**src/rtl/urv_irq_ctrl.sv**
```systemverilog
// urv_irq_ctrl: fixed-priority interrupt controller with a request/claim/complete FSM.
// Define URV_IRQ_EDGE_EN to get per-channel edge mode (writable MODE); otherwise every channel is level.
module urv_irq_ctrl #(
    parameter int unsigned N_IRQ      = 8,
    parameter logic [31:0] RESET_MODE = 32'h0
) (
    input  logic             clk_i,
    input  logic             rst_i,
    input  logic [N_IRQ-1:0] irq_i,
    input  logic             csr_we_i,
    input  logic [1:0]       csr_sel_i,
    input  logic [31:0]      csr_wdata_i,
    output logic [31:0]      csr_rdata_o,
    output logic             irq_o,
    output logic [4:0]       irq_id_o,
    input  logic             ack_i,
    input  logic             eret_i,
    output logic [N_IRQ-1:0] pending_o
);

    localparam logic [1:0] SEL_ENABLE  = 2'd0;
    localparam logic [1:0] SEL_MODE    = 2'd1;
    localparam logic [1:0] SEL_PENDING = 2'd2;

    typedef enum logic [1:0] {IDLE, REQ, SERVICE} state_t;

    state_t           r_state;
    state_t           w_state_next;
    logic             r_irq;
    logic [4:0]       r_claim_id;
    logic [N_IRQ-1:0] r_enable;
    logic [N_IRQ-1:0] r_pending;
    logic [N_IRQ-1:0] w_pending_next;
    logic [N_IRQ-1:0] w_mode;
    logic [N_IRQ-1:0] w_cand;
    logic [N_IRQ-1:0] w_wdata_n;
    logic [4:0]       w_winner;
    logic             r_gie;
    logic             r_pgie;
    logic             w_take;
    logic             w_done;
    logic             w_unused;

    assign w_wdata_n = csr_wdata_i[N_IRQ-1:0];
    assign w_cand    = r_pending & r_enable;
    assign w_take    = (r_state == REQ) && ack_i;
    assign w_done    = (r_state == SERVICE) && eret_i;
    // High write-data bits and, in level-only builds, RESET_MODE have no effect.
    assign w_unused  = ^{csr_wdata_i, RESET_MODE};

    always_comb begin
        w_winner = '0;
        for (int i = N_IRQ - 1; i >= 0; i--) begin
            if (w_cand[i]) w_winner = 5'(i);
        end
    end

`ifdef URV_IRQ_EDGE_EN
    logic [N_IRQ-1:0] r_mode;
    logic [N_IRQ-1:0] r_irq_q;
    logic             r_armed;
    logic [N_IRQ-1:0] w_rise;
    logic [N_IRQ-1:0] w_clr;
    logic [N_IRQ-1:0] w_claim_mask;
    logic [N_IRQ-1:0] w_w1c_mask;

    always_ff @(posedge clk_i or negedge rst_i) begin
        if (!rst_i) begin
            r_mode  <= RESET_MODE[N_IRQ-1:0];
            r_irq_q <= '0;
            r_armed <= 1'b0;
        end else begin
            r_irq_q <= irq_i;
            r_armed <= 1'b1;
            if (csr_we_i && csr_sel_i == SEL_MODE) r_mode <= w_wdata_n;
        end
    end

    // r_armed masks the first sample after reset so a line held high through reset is not an edge.
    assign w_rise       = irq_i & ~r_irq_q & {N_IRQ{r_armed}};
    assign w_claim_mask = w_take ? (w_cand & (-w_cand)) : '0;
    assign w_w1c_mask   = (csr_we_i && csr_sel_i == SEL_PENDING) ? w_wdata_n : '0;
    assign w_clr        = w_claim_mask | w_w1c_mask;
    assign w_mode       = r_mode;

    for (genvar gi = 0; gi < N_IRQ; gi++) begin : g_pend
        assign w_pending_next[gi] = r_mode[gi] ? ((r_pending[gi] & ~w_clr[gi]) | w_rise[gi])
                                               : irq_i[gi];
    end
`else
    assign w_mode         = '0;
    assign w_pending_next = irq_i;
`endif

    always_comb begin
        w_state_next = r_state;
        case (r_state)
            IDLE:    if (|w_cand && r_gie) w_state_next = REQ;
            REQ:     if (ack_i) w_state_next = SERVICE;
                     else if (!(|w_cand) || !r_gie) w_state_next = IDLE;
            SERVICE: if (eret_i) w_state_next = IDLE;
            default: w_state_next = IDLE;
        endcase
    end

    always_ff @(posedge clk_i or negedge rst_i) begin
        if (!rst_i) begin
            r_state    <= IDLE;
            r_irq      <= 1'b0;
            r_claim_id <= '0;
            r_enable   <= '0;
            r_pending  <= '0;
            r_gie      <= 1'b0;
            r_pgie     <= 1'b0;
        end else begin
            r_state   <= w_state_next;
            r_irq     <= (w_state_next == REQ);
            r_pending <= w_pending_next;
            if (w_take)      r_claim_id <= w_winner;
            else if (w_done) r_claim_id <= '0;
            if (csr_we_i && csr_sel_i == SEL_ENABLE) r_enable <= w_wdata_n;
            // Claim/complete override a same-cycle software write of GIE.
            if (w_take) begin
                r_pgie <= r_gie;
                r_gie  <= 1'b0;
            end else if (w_done) begin
                r_gie  <= r_pgie;
            end else if (csr_we_i && csr_sel_i == 2'd3) begin
                r_gie  <= csr_wdata_i[0];
            end
        end
    end

    always_comb begin
        csr_rdata_o = '0;
        case (csr_sel_i)
            SEL_ENABLE:  csr_rdata_o[N_IRQ-1:0] = r_enable;
            SEL_MODE:    csr_rdata_o[N_IRQ-1:0] = w_mode;
            SEL_PENDING: csr_rdata_o[N_IRQ-1:0] = r_pending;
            default:     csr_rdata_o[0]         = r_gie;
        endcase
    end

    assign irq_o     = r_irq;
    assign irq_id_o  = (r_state == REQ) ? w_winner : r_claim_id;
    assign pending_o = r_pending;

endmodule

```
**config.mk**
```make
export PLATFORM = sky130hd
export DESIGN_NAME = urv_irq_ctrl
export DESIGN_NICKNAME = d
export VERILOG_FILES = /design/src/rtl/urv_irq_ctrl.sv
export SDC_FILE = /design/constraint.sdc
export NUM_CORES = 1
export LEC_CHECK = 0
export CELL_PAD_IN_SITES_DETAIL_PLACEMENT = 0
export CELL_PAD_IN_SITES_GLOBAL_PLACEMENT = 2
export CORE_UTILIZATION = 20
export CTS_BUF_LIST = sky130_fd_sc_hd__clkbuf_8
export CTS_CLUSTER_SIZE = 16
export DETAILED_ROUTE_END_ITERATION = 10
export MAX_ROUTING_LAYER = met4
export PLACE_DENSITY_LB_ADDON = 0.2
export SETUP_SLACK_MARGIN = 0.02
export SLEW_MARGIN = 10
export SYNTH_ARGS = -nofsm -noshare
export SYNTH_HDL_FRONTEND = slang
export SYNTH_SLANG_ARGS = --single-unit
export TNS_END_PERCENT = 20
```
**constraint.sdc**
```tcl
create_clock -name clk_i -period 1.6 [get_ports clk_i]
set_input_delay 0.24 -clock clk_i [delete_from_list [all_inputs] [get_ports clk_i]]
set_output_delay 0.24 -clock clk_i [all_outputs]
set_load 0.05 [all_outputs]
```
==> reports/results.ini, run 1 <==
[synthesis]
syn_inst=126
synth.area.mux_share_pct=16.3
syn_avg_cell_area_um2=10.8
synth-simple-area-share_pct=13.0
yosysUniqueCellTypes=25
synth_compound_area_share_pct=9.90
netlist_area_um2=1370
yosys.area_share.adder_pct=0
synth_top_family_by_area=buffers and inverters
ys_warn_count=0
seq_area_frac_synth_pct=44.0
ys_ff_latch=24
yosys.area_share.xor_xnor_pct=0

[drt]
drtIter0Drc=43
dr.pass1.iters=8
drc=6
via_count=1082
antenna_left=0
totalWireLength_mm=3.37
viasPerCell=4.08
avgRoutedWirePerCell_um=12.7

[clock_network]
worstSkewPairLatency_ps=260
tritoncts=done
cts_made_buffers=3
clkSinkCount=24
clock_path_buffers=2
cts_hold_buf=0
ctsHtreeMaxLevel=1
root_buffer=clkbuf_8
path_clk_slew_ps=90

[setup_path]
r2r_cells=6
r2r_start=pending_o[3]
crit_fanout=2
arrival_ps=1580
crit_type=reg2out
setup.worst_path.start_class=register
r2r_setup_slack_ps=150
end_kind=output port
rr_endpoint=irq_o
critPathRequiredTime_ps=1360

[floorplanning]
start_util_pct=21.1
die_height_um=84.6
die_x_um=84.6
design.portCount=93
coreArea_um2=6460
dieArea_um2=7160
rows=29

[timing]
slew_viol_final=0
fin_crit_sh_pct=113
max_freq_mhz=551
setup_viol=4
period_minus_slack_ps=1820
hold_viol=0
rsz0062_at_grt=true
clock_skew_ps=1.06
fin_ws_ps=-215

[grt]
gr-total-overflow=0
grt_usage_pct=9.73
grt_max_degree=25
grt_pass1_vias=1010
grt_pass1_wl_mm=5.21
antenna_found_initial=0

[run_status]
status=finished with violations
violations=DRC, setup timing

[power]
p_leak_nw=0.970
clockPowerShare_pct=13.3
worst_ir_drop_vdd_uv=463
p_per_area_nw_per_um2=1310
p_seq_share_pct=30.9
p_total_w=0.00273
switchingPower_w=0.00113
comb_power_share_pct=55.8
p_int_w=0.00160
switching_share_pct=41.4

[final_layout]
insertedDiodeCount=0
layout.cells.non_filler=265
drive_gt1_share_pct=38.3
stdcell_area_um2=2080
layout.nets=236
syn_to_final_growth_pct=52.7

[place]
hpwl_mm=2.71
place_congestion=0.689
placed_cells=257
postPlaceCellArea_um2=1980
io_buffers=42

[hold_path]
hold_path.class=in2async

[flow_run]
maxCapViolations=0

[worst max-delay path by stage]
stage | start | to | slack [ps]
global placement | csr_sel_i[0] | csr_rdata_o[0] | -140
floorplan | pending_o[1] | irq_id_o[2] | -80
detailed placement | csr_sel_i[0] | csr_rdata_o[0] | -130
finish | r_enable[1] | irq_id_o[2] | -220
CTS | r_enable[1] | irq_id_o[2] | -230
global route | pending_o[4] | irq_id_o[1] | -310
[per-stage QoR]
stage | utilization (%) | hold slack (ps) | setup slack, ps | setup TNS [ps]
final | 32.3 | 331 | -215 | -671
after global routing | 32.3 | 364 | -307 | -1100
after detailed placement | 30.6 | 469 | -131 | -695
after CTS | 31.7 | 339 | -228 | -761
after global placement | 30.6 | 465 | -144 | -928
after floorplan | - | -55.6 | -76.9 | -259
[metal layers]
metal / track usage, % / share of wire, %
met3: 1.28 / 6.5
met4: 3.24 / 1.1
met2: 15.1 / 47
met5: - / 0
met1: 13.1 / 45
[sequential cells by signal, summed over array words and instances, names as in the netlist]
name	count
irq_o	1
r_claim_id	3
pending_o	8
r_state	2
r_gie	1
r_enable	8
r_pgie	1
[critical path: stages (launching register included)]
cell and delay (ps):
dfrtp_1 400, a22o_1 260, and3b_1 240, nand2b_1 110
o21ai_4 160, buf_12 150
[cell type report]
cell class	count	area, um2
clock buffers	3	41.3
fillers	650	4370
clock inverters	1	3.75
repair buffers	62	652
flip-flops and latches	24	608
well taps	77	96.3
multi-input cells	98	683
[cell usage after synthesis (all sizes together)]
library cell  number  share of area, %
nor2b              1              0.46
a22o               4               2.6
o21ba              1              0.73
nor2              10               2.9
and3b              3               1.9
nand3              2              0.73
conb               1              0.27
dfrtp             24                44
and2               2               1.1
mux2              10                10
a32o               1              0.73
nand2b             5               2.3
o21ai              5               1.8
mux2i              8               5.9
nand2             11               3.0
nand3b             1              0.55
a22oi              1              0.55
a221oi             2               1.3
o211ai             2               1.1
buf               29                16
a21oi              3               1.1
[what timing repair did]
| item | in CTS | in global routing |
|---|---|---|
| pin swaps | 4 | 1 |
| setup buffers | 2 | 2 |
| endpoints found under the setup margin | 4 | 11 |
| gates resized for setup | 6 | 6 |
[layout by cell type (no fill, tap or decap), drive strengths merged, types with 3 or more instances in the layout]
master / instances
nand2b: 5
a21oi: 3
dfrtp: 24
mux2i: 8
clkbuf: 3
o21ai: 5
buf: 40
clkdlybuf4s50: 21
mux2: 10
and3b: 3
conb: 26
a22o: 4
nand2: 11
nor2: 10
[power groups by stage]
| stage | Combinational [W] | Clock, W | Sequential [W] |
|---|---|---|---|
| after floorplan | 0.000854 | 0 | 0.000918 |
| after global placement | 0.00145 | 0 | 0.000849 |
| after detailed placement | 0.00146 | 0 | 0.000851 |
| after CTS | 0.00148 | 0.000384 | 0.000840 |
| after global routing | 0.00161 | 0.000410 | 0.000868 |
| final | 0.00152 | 0.000364 | 0.000844 |
[cells by family after synthesis]
kind of cell	Yosys count
multiplexers	18
other	1
AO/OA/AOI/OAI	19
buffers and inverters	29
AND/OR/NAND/NOR	35
flip-flops	24
Note: power is estimated with default switching activity, not from simulation.
==> run 2, diff against run 1 <==
--- a/config.mk
+++ b/config.mk
@@ -9,7 +9,6 @@
 export CELL_PAD_IN_SITES_GLOBAL_PLACEMENT = 2
 export CORE_UTILIZATION = 20
 export CTS_BUF_LIST = sky130_fd_sc_hd__clkbuf_8
-export CTS_CLUSTER_SIZE = 16
 export DETAILED_ROUTE_END_ITERATION = 10
 export MAX_ROUTING_LAYER = met4
 export PLACE_DENSITY_LB_ADDON = 0.2
==> results of run 2 <==
No change in the layout: final DEF, timing and power equal those of run 1.
==> run 3, diff against run 2 <==
--- a/config.mk
+++ b/config.mk
@@ -7,6 +7,7 @@
 export LEC_CHECK = 0
 export CELL_PAD_IN_SITES_DETAIL_PLACEMENT = 0
 export CELL_PAD_IN_SITES_GLOBAL_PLACEMENT = 2
+export CORE_MARGIN = 4
 export CORE_UTILIZATION = 20
 export CTS_BUF_LIST = sky130_fd_sc_hd__clkbuf_8
 export DETAILED_ROUTE_END_ITERATION = 10
==> run 3 against run 2 <==
Effect of this change:
- the run ends with setup timing left
- clock skew increased by 3.2 ps
- count of clock-buffer cells in the layout unchanged
- maximum frequency increased by 0.60%
- sequential cell count unchanged
- worst hold slack improved by 26 ps
- worst setup slack improved by 11 ps
- die area increased by 15%
- largest power group unchanged
==> reports/results.ini, run 3 (same netlist as run 1, synthesis figures left out) <==
[timing]
timing.hold.ws_ps=357  ; was 331 ps
max_freq_mhz=554  ; was 551 MHz
setup_viol=4  ; unchanged
rsz0062_at_grt=true  ; unchanged
period_minus_slack_ps=1800  ; was 1820 ps
hold_viol=0  ; unchanged
clock_skew_ps=4.26  ; was 1.06 ps
fin_ws_ps=-204  ; was -215 ps
fin_crit_sh_pct=113  ; about the same
slew_viol_final=0  ; unchanged

[grt]
gr-total-overflow=0  ; unchanged
busiest_layer=met2  ; unchanged
grt_pass1_wl_mm=6.04  ; was 5.21 mm
grt_max_degree=25  ; unchanged
grt_pass1_vias=1190  ; was 1010
antenna_found_initial=0  ; unchanged
met3_usage_pct=1.00  ; was 1.28%
use_met1_pct=11.2  ; was 13.1%
grt_usage_pct=9.43  ; was 9.73%
grt_use_met2_pct=16.2  ; was 15.1%

[drt]
via_count=1050  ; was 1082
drtIter0Drc=12  ; was 43
dr.pass1.iters=4  ; was 8
antenna_left=0  ; unchanged
viasPerCell=4.01  ; was 4.08
totalWireLength_mm=3.59  ; was 3.37 mm
drc=0  ; was 6
avgRoutedWirePerCell_um=13.7  ; was 12.7 um

[power]
worst_ir_drop_vdd_uv=357  ; was 463 uV
switching_share_pct=41.3  ; was 41.4%
p_per_area_nw_per_um2=1310  ; about the same
p_leak_nw=0.965  ; was 0.970 nW
switchingPower_w=0.00112  ; was 0.00113 W
p_int_w=0.00160  ; about the same
p_seq_share_pct=30.9  ; about the same
comb_power_share_pct=56.0  ; was 55.8%
clockPowerShare_pct=13.1  ; was 13.3%

[clock_network]
root_buffer=clkbuf_8  ; unchanged
clkSinkCount=24  ; unchanged
worstSkewPairLatency_ps=260  ; about the same
ctsHtreeMaxLevel=1  ; unchanged
tritoncts=done  ; unchanged
path_clk_slew_ps=80  ; was 90 ps
cts_made_buffers=3  ; unchanged
clock_path_buffers=2  ; unchanged

[setup_path]
critPathRequiredTime_ps=1360  ; about the same
arrival_ps=1560  ; was 1580 ps
end_kind=output port  ; unchanged
crit_chain=and2_4 -> o211ai_1 -> a32o_2 -> o21ba_4 -> buf_12  ; was a22o_1 -> and3b_1 -> nand2b_1 -> o21ai_4 -> buf_12
cpPeakStageDelay_ps=380  ; was 400 ps
crit_fanout=3  ; was 2
setup.worst_path.start_class=register  ; unchanged
slowest_stage=dfrtp_1  ; unchanged
crit_type=reg2out  ; unchanged

[final_layout]
syn_to_final_growth_pct=52.1  ; was 52.7%
stdcell_area_um2=2080  ; about the same
layout.nets=234  ; was 236
final_common_cell=conb_1  ; was buf_4
mostFrequentLayoutCells=26 x conb_1, 25 x buf_4, 20 x clkdlybuf4s50_1  ; was 28 x buf_4, 26 x conb_1, 21 x clkdlybuf4s50_1
drive_gt1_share_pct=37.3  ; was 38.3%
insertedDiodeCount=0  ; unchanged

[place]
place_congestion=0.745  ; was 0.689
hpwl_mm=2.86  ; was 2.71 mm
io_buffers=42  ; unchanged
postPlaceCellArea_um2=1980  ; about the same

[floorplanning]
start_util_pct=21.0  ; was 21.1%
die_height_um=90.6  ; was 84.6 um
die_x_um=90.6  ; was 84.6 um
dieArea_um2=8210  ; was 7160 um2
rows=29  ; unchanged
coreArea_um2=6490  ; was 6460 um2
design.portCount=93  ; unchanged

[flow_run]
maxCapViolations=0  ; unchanged

[run_status]
violations=setup timing  ; was DRC, setup timing
status=finished with violations  ; unchanged

[hold_path]
hold_path.class=in2async  ; unchanged

## run 3: final timing paths
path / depth (start not counted) / from / slack (ps) / to
min in group clk_i: 1 / irq_i[4] / 410 / pending_o[4]
setup reg to reg: 5 / r_enable[6] / 240 / r_claim_id[0]
hold reg to reg: 2 / r_claim_id[1] / 490 / r_claim_id[1]
hold / removal: 2 / rst_i / 360 / pending_o[4]
setup / recovery: 5 / r_enable[6] / -200 / irq_id_o[0]
max in group asynchronous: 2 / rst_i / 980 / pending_o[1]
## run 3: worst max-delay path: cells and delay by family (launching register included)
family,cells,cell delay (ps)
DFF,1,380
AOI/OAI and AO/OA,3,640
and+or+nand+nor,1,140
buffers and inverters,1,140
## run 3: metrics by stage
stage | power (W) | setup WS (ps) | utilization [%] | std cells | setup TNS (ps)
after CTS | 0.00272 | -241 | 31.6 | 260 | -817
after global routing | 0.00290 | -296 | 32.0 | 262 | -1040
after global placement | 0.00230 | -207 | 30.5 | 256 | -1390
final | 0.00272 | -204 | 32.0 | 262 | -702
after floorplan | 0.00177 | -76.9 | - | 151 | -259
after detailed placement | 0.00231 | -212 | 30.5 | 256 | -1420
## run 3: per-layer routing
metal  vias up  part of all wire, %
met5         -                    0
met4         0                  1.1
met3         2                  3.8
met2        34                   52
met1       513                   43
li1        501                    -
## run 3: layout make-up
type | instances | area (um2)
sequential | 24 | 608
multi-input combinational | 98 | 682
clock buffer | 3 | 41.3
timing repair buffer | 60 | 648
fill | 669 | 4420
tap | 77 | 96.3
## run 3: repair_timing
action,CTS,global route
hold buffers,0,0
setup buffers,1,2
endpoints found under the setup margin,8,4
pin swaps,4,4
cloned,0,0
gates resized for setup,10,2
## run 3: power by group through the flow
| stage | registers, W | logic (W) | clock network [W] |
|---|---|---|---|
| global placement | 0.000850 | 0.00145 | 0 |
| floorplan | 0.000918 | 0.000854 | 0 |
| finish | 0.000840 | 0.00152 | 0.000356 |
| global route | 0.000863 | 0.00163 | 0.000408 |
| CTS | 0.000840 | 0.00149 | 0.000384 |
| detailed placement | 0.000853 | 0.00146 | 0 |
